### config.mk
export PLATFORM = sky130hd
export DESIGN_NAME = fetch_queue_flat
export DESIGN_NICKNAME = d
export VERILOG_FILES = /design/src/rtl/fetch_queue_if.sv /design/src/rtl/fetch_queue.sv /design/src/flat_wrapper.sv
export SDC_FILE = /design/constraint.sdc
export NUM_CORES = 1
export LEC_CHECK = 0
export ABC_AREA = 1
export BUFFER_PORTS_ARGS = -buffer_cell sky130_fd_sc_hd__buf_2
export CORE_ASPECT_RATIO = 1.5
export CORE_MARGIN = 4
export CORE_UTILIZATION = 25
export DETAILED_ROUTE_END_ITERATION = 8
export HOLD_SLACK_MARGIN = 0.06
export PLACE_DENSITY_LB_ADDON = 0.05
export SETUP_SLACK_MARGIN = 0.2
export SLEW_MARGIN = 20
export SYNTH_ARGS = -nofsm -noshare
export SYNTH_HDL_FRONTEND = slang
export SYNTH_SLANG_ARGS = --single-unit
### constraint.sdc
create_clock -name clk -period 2.8 [get_ports clk]
set_input_delay 0.56 -clock clk [delete_from_list [all_inputs] [get_ports clk]]
set_output_delay 0.56 -clock clk [all_outputs]
set_load 0.05 [all_outputs]
### src/rtl/fetch_queue_if.sv
// fetch_queue_if
//   Groups the fetch-side, decode-side and branch-redirect signals of the
//   decode-side fetch receiver into a single bundle.
//
//   Fetch side : f_valid, f_pc, f_instr (toward the queue), f_enbl (back-pressure)
//   Decode side: d_valid, d_pc, d_instr (toward decode), d_ready (accept)
//   Branch     : flush, flush_pc (taken branch), redir, redir_pc (redirect pulse)
//   Status     : level (occupancy, 0..DEPTH)
//
//   slave  : the queue's view (drives f_enbl, d_*, redir*, level)
//   master : the surrounding pipeline's view
//   DEPTH must match the DEPTH of the fetch_queue attached to this interface.
interface fetch_queue_if #(
  parameter int DEPTH = 4
);
  localparam int AW = $clog2(DEPTH);

  logic          f_valid;
  logic [6:0]    f_pc;
  logic [31:0]   f_instr;
  logic          f_enbl;

  logic          d_valid;
  logic          d_ready;
  logic [6:0]    d_pc;
  logic [31:0]   d_instr;

  logic          flush;
  logic [6:0]    flush_pc;
  logic          redir;
  logic [6:0]    redir_pc;

  logic [AW:0]   level;

  modport slave (
    input  f_valid, f_pc, f_instr, d_ready, flush, flush_pc,
    output f_enbl, d_valid, d_pc, d_instr, redir, redir_pc, level
  );

  modport master (
    output f_valid, f_pc, f_instr, d_ready, flush, flush_pc,
    input  f_enbl, d_valid, d_pc, d_instr, redir, redir_pc, level
  );
endinterface

### src/rtl/fetch_queue.sv
// fetch_queue
//   Decode-side receiver for the fetch stage. Captures each fetched
//   (PC, instruction) pair into a DEPTH-entry FIFO and presents the head to
//   decode with a valid/ready handshake. Fetch is throttled through f_enbl.
//   A taken branch (flush) empties the queue, drops the one wrong-path fetch
//   arriving in the following cycle (SQUASH), and raises a one-cycle redirect.
//
//   Ports:
//     clk  - rising-edge clock
//     rst  - asynchronous, active-low reset
//     bus  - fetch_queue_if.slave (f_*, d_*, flush*, redir*, level)
//
//   DEPTH is a power of two in 2..8.
module fetch_queue #(
  parameter int DEPTH = 4
) (
  input  logic          clk,
  input  logic          rst,
  fetch_queue_if.slave  bus
);

  localparam int          AW         = $clog2(DEPTH);
  localparam logic [AW:0] FULL_COUNT = (AW+1)'(DEPTH);

  typedef enum logic {
    RUN    = 1'b0,
    SQUASH = 1'b1
  } state_t;

  state_t          state, state_next;
  logic [38:0]     mem [DEPTH];
  logic [AW-1:0]   wr_ptr, wr_ptr_next;
  logic [AW-1:0]   rd_ptr, rd_ptr_next;
  logic [AW:0]     count,  count_next;
  logic [38:0]     head;
  logic            enbl;
  logic            not_empty;
  logic            push;
  logic            pop;

  // Enable depends on registered state only, so fetch never sees a
  // combinational path from any input.
  assign enbl      = (state == RUN) && (count != FULL_COUNT);
  assign not_empty = (count != '0);
  assign push      = bus.f_valid && enbl;
  assign pop       = not_empty && bus.d_ready;

  // State, pointer and occupancy register.
  always_ff @(posedge clk or negedge rst) begin
    // NOTE: sequential state uses non-blocking assignments so every register
    // samples pre-edge values regardless of statement order.
    if (!rst) begin
      state  <= RUN;
      wr_ptr <= '0;
      rd_ptr <= '0;
      count  <= '0;
    end else begin
      state  <= state_next;
      wr_ptr <= wr_ptr_next;
      rd_ptr <= rd_ptr_next;
      count  <= count_next;
    end
  end

  // Next-state logic. A flush wins over any push or pop in the same cycle.
  always_comb begin
    // NOTE: every output of this block gets a default first so no path can
    // leave it unassigned and infer a latch.
    state_next  = RUN;
    wr_ptr_next = wr_ptr;
    rd_ptr_next = rd_ptr;
    count_next  = count;

    if (bus.flush) begin
      state_next  = SQUASH;
      wr_ptr_next = '0;
      rd_ptr_next = '0;
      count_next  = '0;
    end else begin
      // In SQUASH, enbl is low (drops the wrong-path fetch) and the queue is
      // empty, so neither push nor pop can fire there.
      if (push) wr_ptr_next = wr_ptr + AW'(1);
      if (pop)  rd_ptr_next = rd_ptr + AW'(1);
      unique case ({push, pop})
        2'b10:   count_next = count + (AW+1)'(1);
        2'b01:   count_next = count - (AW+1)'(1);
        default: count_next = count;
      endcase
    end
  end

  // Storage array.
  // NOTE: the array carries no reset; occupancy and pointers alone decide
  // which entries are meaningful, and outputs are masked while empty.
  always_ff @(posedge clk) begin
    if (push && !bus.flush) begin
      mem[wr_ptr] <= {bus.f_pc, bus.f_instr};
    end
  end

  // Redirect pulse: high only in the cycle after a flush; the target is kept
  // until the next flush reloads it.
  always_ff @(posedge clk or negedge rst) begin
    if (!rst) begin
      bus.redir    <= 1'b0;
      bus.redir_pc <= '0;
    end else begin
      bus.redir <= bus.flush;
      if (bus.flush) bus.redir_pc <= bus.flush_pc;
    end
  end

  assign head        = mem[rd_ptr];
  assign bus.f_enbl  = enbl;
  assign bus.d_valid = not_empty;
  assign bus.d_pc    = not_empty ? head[38:32] : '0;
  assign bus.d_instr = not_empty ? head[31:0]  : '0;
  assign bus.level   = count;

endmodule

### src/flat_wrapper.sv
// flat-port wrapper written by rule: the top's interface ports become plain ports
module fetch_queue_flat 
#(
  parameter int DEPTH = 4
)
  (clk, rst, bus_f_valid, bus_f_pc, bus_f_instr, bus_d_ready, bus_flush, bus_flush_pc, bus_f_enbl, bus_d_valid, bus_d_pc, bus_d_instr, bus_redir, bus_redir_pc, bus_level);
  fetch_queue_if #(.DEPTH(DEPTH)) bus_i ();
  input  logic clk;
  input  logic rst;
  input wire logic [$bits(bus_i.f_valid)-1:0] bus_f_valid;
  input wire logic [$bits(bus_i.f_pc)-1:0] bus_f_pc;
  input wire logic [$bits(bus_i.f_instr)-1:0] bus_f_instr;
  input wire logic [$bits(bus_i.d_ready)-1:0] bus_d_ready;
  input wire logic [$bits(bus_i.flush)-1:0] bus_flush;
  input wire logic [$bits(bus_i.flush_pc)-1:0] bus_flush_pc;
  output wire logic [$bits(bus_i.f_enbl)-1:0] bus_f_enbl;
  output wire logic [$bits(bus_i.d_valid)-1:0] bus_d_valid;
  output wire logic [$bits(bus_i.d_pc)-1:0] bus_d_pc;
  output wire logic [$bits(bus_i.d_instr)-1:0] bus_d_instr;
  output wire logic [$bits(bus_i.redir)-1:0] bus_redir;
  output wire logic [$bits(bus_i.redir_pc)-1:0] bus_redir_pc;
  output wire logic [$bits(bus_i.level)-1:0] bus_level;
  assign bus_i.f_valid = bus_f_valid;
  assign bus_i.f_pc = bus_f_pc;
  assign bus_i.f_instr = bus_f_instr;
  assign bus_i.d_ready = bus_d_ready;
  assign bus_i.flush = bus_flush;
  assign bus_i.flush_pc = bus_flush_pc;
  assign bus_f_enbl = bus_i.f_enbl;
  assign bus_d_valid = bus_i.d_valid;
  assign bus_d_pc = bus_i.d_pc;
  assign bus_d_instr = bus_i.d_instr;
  assign bus_redir = bus_i.redir;
  assign bus_redir_pc = bus_i.redir_pc;
  assign bus_level = bus_i.level;
  fetch_queue #(.DEPTH(DEPTH)) u_core (.clk(clk), .rst(rst), .bus(bus_i));
endmodule
# Word level (Yosys, flattened, before mapping)
# Memories as Yosys holds them, arrays and structs flattened.
# Index checks and enable logic that the tools add are counted.
# W data, S select, Z words.
[totals] ff_bits=16 mem_count=1 wordCells=35 input_bits=51 mem_bits_rw=156 out_inout_bits=52
[classes] bitwise_logic=1 addsub=4 n_mux=11 n_eq_ne=3 n_reduce_logical=9
[memory_table] name="u_core.mem" depth=4 width=39 read_ports=1 rd_ports_with_merged_regs=0 write_ports=1 line_no="fetch_queue.sv:31" text="logic [38:0] mem [DEPTH];"
[ops] cell="$mux W32" n=1
[ops] cell="$mux W2" n=4
[ops] cell="$mux W7" n=1
[ops] cell="$pmux W3 S2" n=1
[ops] cell="$reduce_bool A3 Y1" n=2
[ops] cell="$add A2 B1 Y2 const B" n=2
[ops] cell="$logic_and A1 B1 Y1" n=4
[ops] cell="$reduce_bool A2 Y1" n=2
[ops] cell="$add A3 B1 Y3 const B" n=1
[ops] cell="$mux W1" n=3
[ops] cell="$mux W3" n=1
[ops] cell="$ne A3 B3 Y1 const B" n=1
[ops] cell="$sub A3 B1 Y3 const B" n=1
[ops] cell="$eq A2 B1 Y1 const B" n=1
[ops] cell="$eq A2 B2 Y1 const B" n=1
[ops] cell="$logic_not A1 Y1" n=1
[ops] cell="$not A1 Y1" n=1

# Longest topological paths before layout
[logic_depth] word_depth=6 ltp_mapped=13 ltp_nobuf=13

# Least setup slack after synthesis
# Ideal clock, no wire load.
[synth_timing] path_kind="register to register" from="register u_core.count[0], in the netlist u_core.bus.level[0]" to="memory u_core.mem[0][0] (enable)" setup_ns=0.435 stages_incl_launch_ff=5 setup_slack_ns=-0.830 synth_period_minus_slack_ns=3.630 arrival_ns=3.194 path_buffers=0 t_required_ns=2.365 cell_sequence="dfrtp_1 > nor2_4 > a21oi_4 > nand3_1 > nor2_1"
[synth_via] elab_chain_cells=6
[synth_lines] item="start, declared" line_no="fetch_queue.sv:34" text="logic [AW:0] count, count_next;"
[synth_lines] item="start signal, assigned" line_no="fetch_queue.sv:61" text="count <= count_next;"
[synth_lines] item="$ne A3 B3 Y1" line_no="fetch_queue.sv:43" text="assign enbl = (state == RUN) && (count != FULL_COUNT);"
[synth_lines] item="$logic_and A1 B1 Y1" line_no="fetch_queue.sv:43"
[synth_lines] item="via bus_f_enbl" line_no="flat_wrapper.sv:16" text="output wire logic [$bits(bus_i.f_enbl)-1:0] bus_f_enbl;"
[synth_lines] item="$logic_and A1 B1 Y1" line_no="fetch_queue.sv:45" text="assign push = bus.f_valid && enbl;"
[synth_lines] item="$logic_and A1 B1 Y1" line_no="fetch_queue.sv:96" text="if (push && !bus.flush) begin"
[synth_lines] item="$mux W1" line_no="fetch_queue.sv:96"
[synth_lines] item="$mux W1 (implied by the code)" line_no="fetch_queue.sv:97" text="mem[wr_ptr] <= {bus.f_pc, bus.f_instr};"
[synth_lines] item="end, declared" line_no="fetch_queue.sv:31"
# The timed path passes the listed nets, and every way through them passes these cells.

# Final worst setup path
[layout_timing] from="register u_core.rd_ptr[0]" to="output port bus_d_instr[17]"
[layout_via] elab_chain_cells=2
[layout_lines] item="start, declared" line_no="fetch_queue.sv:33" text="logic [AW-1:0] rd_ptr, rd_ptr_next;"
[layout_lines] item="start signal, assigned" line_no="fetch_queue.sv:60" text="rd_ptr <= rd_ptr_next;"
[layout_lines] item="$mem_v2 Z4 W39"
[layout_lines] item="$mux W32" line_no="fetch_queue.sv:117" text="assign bus.d_instr = not_empty ? head[31:0] : '0;"
[layout_lines] item="end, declared" line_no="flat_wrapper.sv:19" text="output wire logic [$bits(bus_i.d_instr)-1:0] bus_d_instr;"
# No other way between the ends.

==> flow_summary.ini <==
[final_layout]
layout_commonest_cell = nor2_1
fin_nets = 720
finalNonFillerCells = 1019
area_growth_pct = 25.5
antennaDiodeCount = 0
multi_input_area_sq_um = 1640
final-seq-area_sq_um = 5070
nFillCells = 2786
layout_common_cells = 159 x nor2_1, 156 x edfxtp_1, 79 x buf_2, 71 x o21ai_0, 36 x nand2_1
drive_above_1_share = 0.261

[sta]
tns_ps = 0
rsz0062_at_grt = yes
setup_viol = 0
slew_headroom = 0.737
max_freq_mhz = 393
fin_skew_ps = 9.92
worstMarginPinSlew_ps = 390
finalHoldViolations = 0
period_share = 0.908
report.final.slew_viol_count = 0
hold_ws_ps = 332
fin_ws_ps = 258
fin_crit_ps = 2540

[grt]
grt_pass1_wl_mm = 27.4
grt_pass1_vias = 4685
grt_max_degree = 45
antenna_found_initial = 3
grt_usage = 0.122
gr-total-overflow = 0

[flow_run]
cap_violations = 0

[placed_design]
gp_congestion = 0.693
numPortBuffers = 102
dpl.cell_count = 986
hpwlAfterDp_mm = 10.8
dp_slack_ps = 419

[power_and_ir_drop]
ir_worst_vdd_v = 0.000619
power_density_nw_per_um2 = 992
power_w = 0.00859
p_leak_nw = 3.17

[clocking]
cts_max_level = 4
postCtsSetupRepairBufs = 0
path_clk_slew_ps = 70
cts.path.max_buffers = 2
clock_sinks = 171
cts_tree = built
clk-insertion-delay-late_ps = 430
cts_buffers = 17
cts_root_buffer = clkbuf_16

[routing]
ant_nets = 0
drcViolationCount = 0
first_iter_violations = 211
vias = 4449
drt_pass1_iterations = 4
drt-total-wl_mm = 17.9
wl_per_cell_um = 17.6
viasPerCell = 4.37

[floorplanning]
die_w_um = 144
io_pins = 103
rows = 74
start_util = 0.253
fp.dieH_um = 211
core-area_sq_um = 27200
dieArea_sq_um = 30400

[worst_setup_path]
startpoint_type = register
required_ps = 2240
path_class = register to output pin
worst_setup_path_end_kind = output pin
critPathArrivalTime_ps = 1980
crit_path_max_fanout = 41

[logic_synthesis]
synth_fp_nets = 615
synth-seq-cells = 171
yosysWarnings = 0
avgSynthCellArea_sq_um = 12.3
netlist_area_sq_um = 6890
ys_seq_area_frac = 0.734
synth_cell_types = 27
netlist_instances = 559

[outcome]
status = complete, no violations

[worst_hold_path]
hold_class = primary input to register
==> report_power, final <==
part / internal [W] / leakage (nW) / switching, W
clock: 0.00148 / 0.298 / 0.000956
sequential: 0.00288 / 1.59 / 0.0000752
combinational: 0.000823 / 1.28 / 0.00238
total: 0.00518 / 3.17 / 0.00341
==> logic make-up after synthesis <==
| kind of cell | Yosys count | synth area share |
|---|---|---|
| buf+inv | 47 | 0.0345 |
| compound gates | 122 | 0.0966 |
| simple gates | 214 | 0.125 |
| flops | 171 | 0.734 |
| fa+ha+maj | 5 | 0.0102 |
==> worst paths after layout <==
path,endpoint,depth (start not counted),start,slack (ps)
setup reg to reg,u_core.bus.level[2],12,u_core.bus.level[0],840
min in group asynchronous,u_core.bus.level[2],2,rst,570
max in group asynchronous,u_core.rd_ptr[0],2,rst,1930
hold reg to reg,u_core.bus.redir_pc[3],2,u_core.bus.redir_pc[3],470
setup / recovery,bus_d_instr[17],5,u_core.rd_ptr[0],260
hold / removal,u_core.bus.redir_pc[0],3,bus_flush_pc[0],330
==> flip-flops by register name, indices dropped and copies added, names as in the netlist <==
| register | cells |
|---|---|
| u_core.bus.redir_pc | 7 |
| u_core.mem | 156 |
| u_core.wr_ptr | 2 |
| u_core.bus.level | 3 |
| u_core.bus.redir | 1 |
| u_core.rd_ptr | 2 |
==> routing by layer <==
metal	part of all wire	vias to the layer above	GRT usage	wire [um]
met3	0.053	20	0.0364	948
li1	-	2160	-	-
met1	0.40	2169	0.141	7230
met4	0.012	6	0.0432	223
met5	0.0015	-	0	27
met2	0.53	94	0.214	9500
==> layout make-up <==
class | instances | share of cell area
clock buffer | 18 | 0.0496
clock inverter | 14 | 0.0205
inverter | 16 | 0.00969
multi-input combinational | 341 | 0.189
sequential | 171 | 0.586
tap | 342 | 0.0495
timing repair buffer | 117 | 0.0962
==> Yosys cell counts (all sizes together) <==
library cell | instances | area (sq um)
a21oi | 41 | 254
nand3 | 6 | 40.0
nand4 | 4 | 25.0
ha | 4 | 50.1
buf | 18 | 126
nor3b | 1 | 12.5
nand2 | 38 | 153
edfxtp | 156 | 4680
dfrtp | 15 | 375
nand3b | 1 | 7.51
o21ai | 80 | 400
nor2 | 164 | 623
clkbuf | 13 | 48.8
a21boi | 1 | 11.3
fa | 1 | 20.0
inv | 16 | 62.6
==> stage by stage <==
step / area, sq um / utilization
after floorplan: 6930 / -
after global placement: 7920 / 0.291
after detailed placement: 7920 / 0.291
after CTS: 8590 / 0.315
after global routing: 8650 / 0.318
final: 8650 / 0.318
==> timing repair <==
item / CTS / global route
resized for setup: 15 / 26
hold buffers: 1 / 0
endpoints found under the setup margin: 39 / 27
hold endpoints to repair: 15 / 0
==> critical path: stages (launching register included) <==
cell	delay, ps
dfrtp_4	570
inv_16	160
buf_12	200
o21ai_0	100
a21oi_1	230
clkbuf_4	280
No activity file was read; power rests on OpenSTA's default activity.
